===== src/rtl/uart_rx_pkg.sv =====
// Shared definitions for the UART receive controller: FSM encoding,
// supported oversampling ratios and the per-frame configuration snapshot.
package uart_rx_pkg;

    localparam int unsigned PRESC_W   = 5;
    localparam int unsigned BIT_CNT_W = 4;

    localparam logic [PRESC_W-1:0] PRESC_8  = PRESC_W'(8);
    localparam logic [PRESC_W-1:0] PRESC_16 = PRESC_W'(16);

    typedef enum logic [2:0] {
        IDLE   = 3'd0,
        START  = 3'd1,
        DATA   = 3'd2,
        PARITY = 3'd3,
        STOP   = 3'd4
    } rx_state_e;

    typedef struct packed {
        logic [PRESC_W-1:0] presc;
        logic               par_en;
        logic               par_typ;
    } rx_cfg_t;

    // Any ratio other than 16 falls back to 8.
    function automatic logic [PRESC_W-1:0] legal_presc(input logic [PRESC_W-1:0] p);
        return (p == PRESC_16) ? PRESC_16 : PRESC_8;
    endfunction

endpackage


===== src/rtl/uart_rx_edge_bit_counter.sv =====
// Oversample-tick and bit-index counters; run while enabled, held at zero otherwise.
module uart_rx_edge_bit_counter
    import uart_rx_pkg::*;
(
    input  logic                 CLK,
    input  logic                 RST,
    input  logic                 en_i,
    input  logic [PRESC_W-1:0]   presc_i,
    output logic [PRESC_W-1:0]   edge_cnt_o,
    output logic [BIT_CNT_W-1:0] bit_cnt_o
);

    logic [PRESC_W-1:0]   edge_cnt_q, edge_cnt_d;
    logic [BIT_CNT_W-1:0] bit_cnt_q, bit_cnt_d;
    logic                 wrap_c;

    assign wrap_c = (edge_cnt_q == presc_i - PRESC_W'(1));

    always_comb begin
        edge_cnt_d = '0;
        bit_cnt_d  = '0;
        if (en_i) begin
            if (wrap_c) begin
                edge_cnt_d = '0;
                bit_cnt_d  = bit_cnt_q + BIT_CNT_W'(1);
            end else begin
                edge_cnt_d = edge_cnt_q + PRESC_W'(1);
                bit_cnt_d  = bit_cnt_q;
            end
        end
    end

    always_ff @(posedge CLK or negedge RST) begin
        if (!RST) begin
            edge_cnt_q <= '0;
            bit_cnt_q  <= '0;
        end else begin
            edge_cnt_q <= edge_cnt_d;
            bit_cnt_q  <= bit_cnt_d;
        end
    end

    assign edge_cnt_o = edge_cnt_q;
    assign bit_cnt_o  = bit_cnt_q;

endmodule


===== src/rtl/uart_rx_ctrl.sv =====
// UART receive controller: frames start/data/parity/stop bits from the
// sampler's voted bit, reports the byte and parity/stop errors.
module uart_rx_ctrl
    import uart_rx_pkg::*;
#(
    parameter int unsigned DATA_WIDTH = 8
) (
    input  logic                  CLK,
    input  logic                  RST,
    input  logic                  RX_IN,
    input  logic                  PAR_EN,
    input  logic                  PAR_TYP,
    input  logic [PRESC_W-1:0]    Prescale,
    input  logic                  sampled_bit,
    output logic                  dat_samp_en,
    output logic [PRESC_W-1:0]    edge_cnt,
    output logic [BIT_CNT_W-1:0]  bit_cnt,
    output logic [DATA_WIDTH-1:0] P_DATA,
    output logic                  data_valid,
    output logic                  par_err,
    output logic                  stp_err
);

    rx_state_e             state_q, state_d;
    rx_cfg_t               cfg_q, cfg_d;
    logic [DATA_WIDTH-1:0] p_data_q, p_data_d;
    logic                  dv_q, dv_d;
    logic                  par_err_q, par_err_d;
    logic                  stp_err_q, stp_err_d;
    logic                  samp_en_q, samp_en_d;

    logic                  cnt_en_c;
    logic                  bit_end_c;
    logic [DATA_WIDTH-1:0] wr_mask_c;

    assign cnt_en_c = (state_q != IDLE);

    uart_rx_edge_bit_counter u_counter (
        .CLK        (CLK),
        .RST        (RST),
        .en_i       (cnt_en_c),
        .presc_i    (cfg_q.presc),
        .edge_cnt_o (edge_cnt),
        .bit_cnt_o  (bit_cnt)
    );

    assign bit_end_c = (edge_cnt == cfg_q.presc - PRESC_W'(1));

    // Data bit k lands in P_DATA[k] while bit_cnt == k+1 (LSB first).
    for (genvar g = 0; g < DATA_WIDTH; g++) begin : g_wr_mask
        assign wr_mask_c[g] = (bit_cnt == BIT_CNT_W'(g + 1));
    end

    always_comb begin
        state_d   = state_q;
        cfg_d     = cfg_q;
        p_data_d  = p_data_q;
        dv_d      = 1'b0;
        par_err_d = par_err_q;
        stp_err_d = stp_err_q;

        case (state_q)
            IDLE: begin
                if (!RX_IN) begin
                    state_d   = START;
                    cfg_d     = '{presc: legal_presc(Prescale), par_en: PAR_EN, par_typ: PAR_TYP};
                    par_err_d = 1'b0;
                    stp_err_d = 1'b0;
                end
            end
            START: begin
                if (bit_end_c) begin
                    state_d = sampled_bit ? IDLE : DATA;
                end
            end
            DATA: begin
                if (bit_end_c) begin
                    p_data_d = (p_data_q & ~wr_mask_c) | ({DATA_WIDTH{sampled_bit}} & wr_mask_c);
                    if (bit_cnt == BIT_CNT_W'(DATA_WIDTH)) begin
                        state_d = cfg_q.par_en ? PARITY : STOP;
                    end
                end
            end
            PARITY: begin
                if (bit_end_c) begin
                    par_err_d = (sampled_bit != ((^p_data_q) ^ cfg_q.par_typ));
                    state_d   = STOP;
                end
            end
            STOP: begin
                if (bit_end_c) begin
                    stp_err_d = ~sampled_bit;
                    dv_d      = sampled_bit & ~par_err_q;
                    state_d   = IDLE;
                end
            end
            default: state_d = IDLE;
        endcase

        samp_en_d = (state_d != IDLE);
    end

    always_ff @(posedge CLK or negedge RST) begin
        if (!RST) begin
            state_q   <= IDLE;
            cfg_q     <= '0;
            p_data_q  <= '0;
            dv_q      <= 1'b0;
            par_err_q <= 1'b0;
            stp_err_q <= 1'b0;
            samp_en_q <= 1'b0;
        end else begin
            state_q   <= state_d;
            cfg_q     <= cfg_d;
            p_data_q  <= p_data_d;
            dv_q      <= dv_d;
            par_err_q <= par_err_d;
            stp_err_q <= stp_err_d;
            samp_en_q <= samp_en_d;
        end
    end

    assign dat_samp_en = samp_en_q;
    assign P_DATA      = p_data_q;
    assign data_valid  = dv_q;
    assign par_err     = par_err_q;
    assign stp_err     = stp_err_q;

endmodule

===== config.mk =====
export PLATFORM = sky130hd
export DESIGN_NAME = uart_rx_ctrl
export DESIGN_NICKNAME = d
export VERILOG_FILES = /design/src/rtl/uart_rx_pkg.sv /design/src/rtl/uart_rx_edge_bit_counter.sv /design/src/rtl/uart_rx_ctrl.sv
export SDC_FILE = /design/constraint.sdc
export NUM_CORES = 1
export LEC_CHECK = 0
export CORE_ASPECT_RATIO = 0.6
export CORE_MARGIN = 2
export CORE_UTILIZATION = 35
export CTS_CLUSTER_DIAMETER = 100
export CTS_CLUSTER_SIZE = 14
export DETAILED_ROUTE_END_ITERATION = 6
export GPL_TIMING_DRIVEN = 0
export PLACE_DENSITY = 0.62
export SYNTH_ARGS = -nofsm -noshare
export SYNTH_HDL_FRONTEND = slang
export SYNTH_SLANG_ARGS = --single-unit

===== constraint.sdc =====
create_clock -name CLK -period 1.8 [get_ports CLK]
set_input_delay 0.27 -clock CLK [delete_from_list [all_inputs] [get_ports CLK]]
set_output_delay 0.27 -clock CLK [all_outputs]
set_load 0.02 [all_outputs]

After elaboration in Yosys (flattened, before gate mapping):

Cells that the tools add are included.

* equal/unequal tests: 19
* reductions and logical operators: 10
* bitwise logic cells: 9
* $add $sub $neg: 3
* mux-type cells: 21

Operators with widths (number)
* $mux W3: 7
* $and A8 B8 Y8: 2
* $eq A4 B3 Y1 const B: 4
* $mux W5: 3
* $pmux W3 S5: 1
* $eq A4 B2 Y1 const B: 2
* $mux W4: 2
* $not A8 Y8: 1
* $or A8 B8 Y8: 1
* $reduce_xor A8 Y1: 1
* $eq A3 B2 Y1 const B: 2
* $ne A2 B2 Y1 const B: 3
* $reduce_and A3 Y1: 2
* $reduce_bool A3 Y1: 2
* $add A5 B1 Y5 const B: 1
* $eq A5 B5 Y1: 1
* $eq A5 B5 Y1 const B: 1
* $mux W1: 5
* $sub A5 B1 Y5 const B: 1
* $add A4 B1 Y4 const B: 1
* $eq A4 B1 Y1 const B: 1
* $eq A4 B4 Y1 const B: 1
* $pmux W1 S2: 2
* $reduce_and A2 Y1: 2
* other kinds (10): 13

* word-level logic and storage cells: 73
* input bits: 11
* output and inout bits: 21
* flip-flop bits (word level): 31

Longest topological paths before layout:

* depth after elaboration: 5
* depth in mapped cells: 7
* depth with buffers taken out: 7

Hierarchy:

From an unflattened synthesis, not the netlist that was laid out.

* cell total of the unflattened synthesis: 154
* area total of the unflattened synthesis: 1592.8 um^2

Modules (own cells, without submodules)
* uart_rx_ctrl: times used 1, sequential area each 475.5 um^2, area each 1062.3 um^2, cells each 101
* uart_rx_edge_bit_counter: times used 1, sequential area each 225.2 um^2, area each 530.5 um^2, cells each 53

Worst setup path before layout:

OpenSTA, ideal clock, no wires.

* path type: reg2reg
* start point: reg u_counter.edge_cnt_q[0], in the netlist u_counter.edge_cnt_o[0]
* end point: reg with a tool-made name
* clock period less this slack: 1900 ps
* cell stages (with the launch flop): 8
* arrival time: 1773 ps
* path slack: -100 ps
* setup time: 128 ps
* buffers on the path: 1
* data required time: 1672 ps
* cell sequence: dfrtp_1 ha_1 nand4b_1 mux2i_2 and2_1 buf_4 nand3_1 mux2_1

RTL lines
* start, declared: line uart_rx_edge_bit_counter.sv:13 `logic [PRESC_W-1:0] edge_cnt_q, edge_cnt_d;`
* start signal, assigned: line uart_rx_edge_bit_counter.sv:38 `edge_cnt_q <= edge_cnt_d;`

==> results.toml <==
[sta]
final-hold-violation-count = 6
timing.final.crit_share_pct = 99.8
max_freq_ghz = 0.557
finalSetupViolations = 0
period_minus_slack_ns = 1.80
finClkSkew_ns = 0.00254
worst_slack_ns = 0.00411
worstMarginPinSlew_ns = 0.625
maxSlewHeadroom_pct = 58.3
drv_slew = 0
rsz0062_at_grt = "yes"
tns_ns = 0
hold_ws_ns = -0.00737

[worst_setup_path]
cp.required_ns = 1.97
startpoint_type = "flop"
worstPathMaxFanout = 8
critPathCaptureType = "flop"
worst-setup-path-type = "reg -> reg"
crit_arrival_ns = 1.97

[floorplanning]
start_util_pct = 37.7
die_h_um = 53.6
die_area_mm2 = 0.00465
rows = 17
coreArea_mm2 = 0.00381
fp.dieW_um = 86.7
pin_count = 32

[placed_design]
routabilityCongestion = 0.812
hpwl_um = 2160
pre_cts_ws_ns = -0.133
portBuffers = 31
placedCellCount = 211

[power_and_ir_drop]
power.switching_w = 0.000947
seqPwrFrac_pct = 38.6
p_int_w = 0.00159
p_leak_nw = 0.810
pwr-share-clk_pct = 14.4
powerDensity_mw_per_mm2 = 1240
power_switching_share_pct = 37.4
pwr-share-comb_pct = 47.0
ir_drop_mv = 0.632

[synthesis]
synth_top_area_share_pct = 48.8
ys_ff_latch = 28
synthTopCellsByArea = "dfrtp_1 49%, xnor2_1 7.3%, mux2_1 6.3%"
synth_area_mm2 = 0.00144
synth-edff-count = 0
synth_nets = 149
synth_top_area_cell = "dfrtp_1"
synthCells = 133
synthFlopType = "dfrtp_1"
yosysWarnings = 0
syn_area_per_cell_um2 = 10.8
async_flop_share_pct = 100
synth_cell_types = 37
synth-seq-area-share_pct = 48.8

[cts]
clkSinkCount = 28
clockRootBuffer = "clkbuf_8"
cts_tree = "done"
clkTransAtPathRegs_ns = 0.10
ctsHoldBuffers = 0
h-tree-depth = 1
clockBufferDepth = 2
cts-buffers-inserted = 3
clk_latency_ns = 0.28

[grt]
first_global_vias = 1105
grt_max_degree = 29
antenna_found_initial = 0
grt_pass1_wl_um = 5180
grt.total_usage_pct = 14.5
gr-total-overflow = 0

[min_path]
min_path_type = "in -> async"

[route]
dr_total_vias = 1111
finalWirelength_um = 3210
drtIter0Drc = 50
dr.pass1.iters = 4
drc = 0
viasPerCell = 5.03
ant_nets = 0
post_drt_wl_per_cell_um = 14.5

[layout]
antenna_cells = 0
synthToLayoutAreaGrowth_pct = 41.8
fin_nets = 191
layoutNonFillerInstCount = 221
layout-drive-gt1-share_pct = 25.9
post-route-util_pct = 53.5
num-fill-cells = 334

[run]
max-cap-violations = 0

[outcome]
violations = "hold timing"
status = "finished with violations"
[cell families after synthesis]
logic type,after synthesis,synth area share (%)
muxes,11,8.80
buffers and inverters,11,3.22
AOI/OAI and AO/OA,13,5.92
xor gates and xnor gates,16,9.76
and+or+nand+nor,49,19.2
DFF,28,48.8
adders and majority gates,5,4.36
[layout by cell type, fill, tap and decap left out, types with 2 or more instances in the layout]
cell,n
inv_1,5
nand3b_1,2
nand3_1,4
buf_2,2
dfrtp_2,5
nand3_2,7
mux2_2,2
nand4b_1,2
nor2_1,14
xnor2_1,11
clkdlybuf4s50_1,30
and2_4,2
dfrtp_1,23
clkbuf_1,3
mux2_1,2
nor3b_1,2
ha_1,3
mux2_4,6
nand2_1,2
buf_4,8
ha_4,2
o21ai_0,4
clkbuf_8,3
xor2_1,4
nor2b_1,4
[power groups by stage]
stage | Sequential [W] | Combinational [W] | Clock, W
after floorplan | 0.00106 | 0.000546 | 0
after global placement | 0.000970 | 0.000981 | 0
after detailed placement | 0.000976 | 0.000998 | 0
after CTS | 0.000950 | 0.00108 | 0.000366
after global routing | 0.00101 | 0.00132 | 0.000393
final | 0.000978 | 0.00119 | 0.000366
[worst max-delay path: stages, from the launching register on]
cell	delay, ns
dfrtp_2	0.45
xnor2_4	0.20
mux2i_4	0.35
and2_4	0.28
nand3_2	0.09
mux2_4	0.31
[through the flow]
step                      power [W]  area (um^2)
after floorplan             0.00161         1460
after detailed placement    0.00197         1830
after global placement      0.00195         1830
after CTS                   0.00240         1930
after global routing        0.00272         2040
final                       0.00253         2040
[final timing paths]
kind                                          from                          to  slack (ns)  depth (start not counted)
setup / recovery           u_counter.edge_cnt_o[4]                        flop       0.004                          5
hold / removal                                 RST  asynchronous set/reset pin      -0.007                          1
setup reg to reg           u_counter.edge_cnt_o[4]                        flop       0.004                          5
hold reg to reg                            par_err                  data_valid        0.48                          1
max in group asynchronous                      RST     u_counter.edge_cnt_o[4]        1.36                          1
min in group CLK                           par_err                  data_valid        0.48                          1
[repair_timing]
action | 4_1_cts | 5_1_grt
gates resized for setup | 6 | 19
endpoints found under the setup margin | 9 | 16
buffers inserted | 4 | 4
pin swaps | 2 | 10
[final cells by class]
class                           count  area (um^2)  area share, %
Multi-Input combinational cell     94          826           40.5
Buffer                              3         12.5          0.614
Inverter                            6         22.5           1.11
Sequential cell                    28          707           34.7
Tap cell                           47         58.8           2.89
Timing Repair Buffer               39          365           17.9
Clock buffer                        4         45.0           2.21
[synth_stat cells, types with 2 or more instances]
cell      count
dfrtp_1      28
nor2_1       14
xnor2_1      12
nand3_1      11
mux2_1        8
inv_1         6
ha_1          5
o21ai_0       5
nor2b_1       4
xor2_1        4
clkbuf_1      3
a21oi_1       2
mux2_2        2
nand2_1       2
nand3b_1      2
nand4b_1      2
nor3_1        2
nor3b_1       2
[per-layer routing]
| metal | vias up | GRT usage, % | routed length (um) |
|---|---|---|---|
| met5 | - | 0 | 0 |
| met3 | 2 | 4.45 | 133 |
| li1 | 538 | - | - |
| met1 | 546 | 20.6 | 1680 |
| met2 | 25 | 22.2 | 1380 |
| met4 | 0 | 2.34 | 18 |
Note: power is estimated with default switching activity, not from simulation.
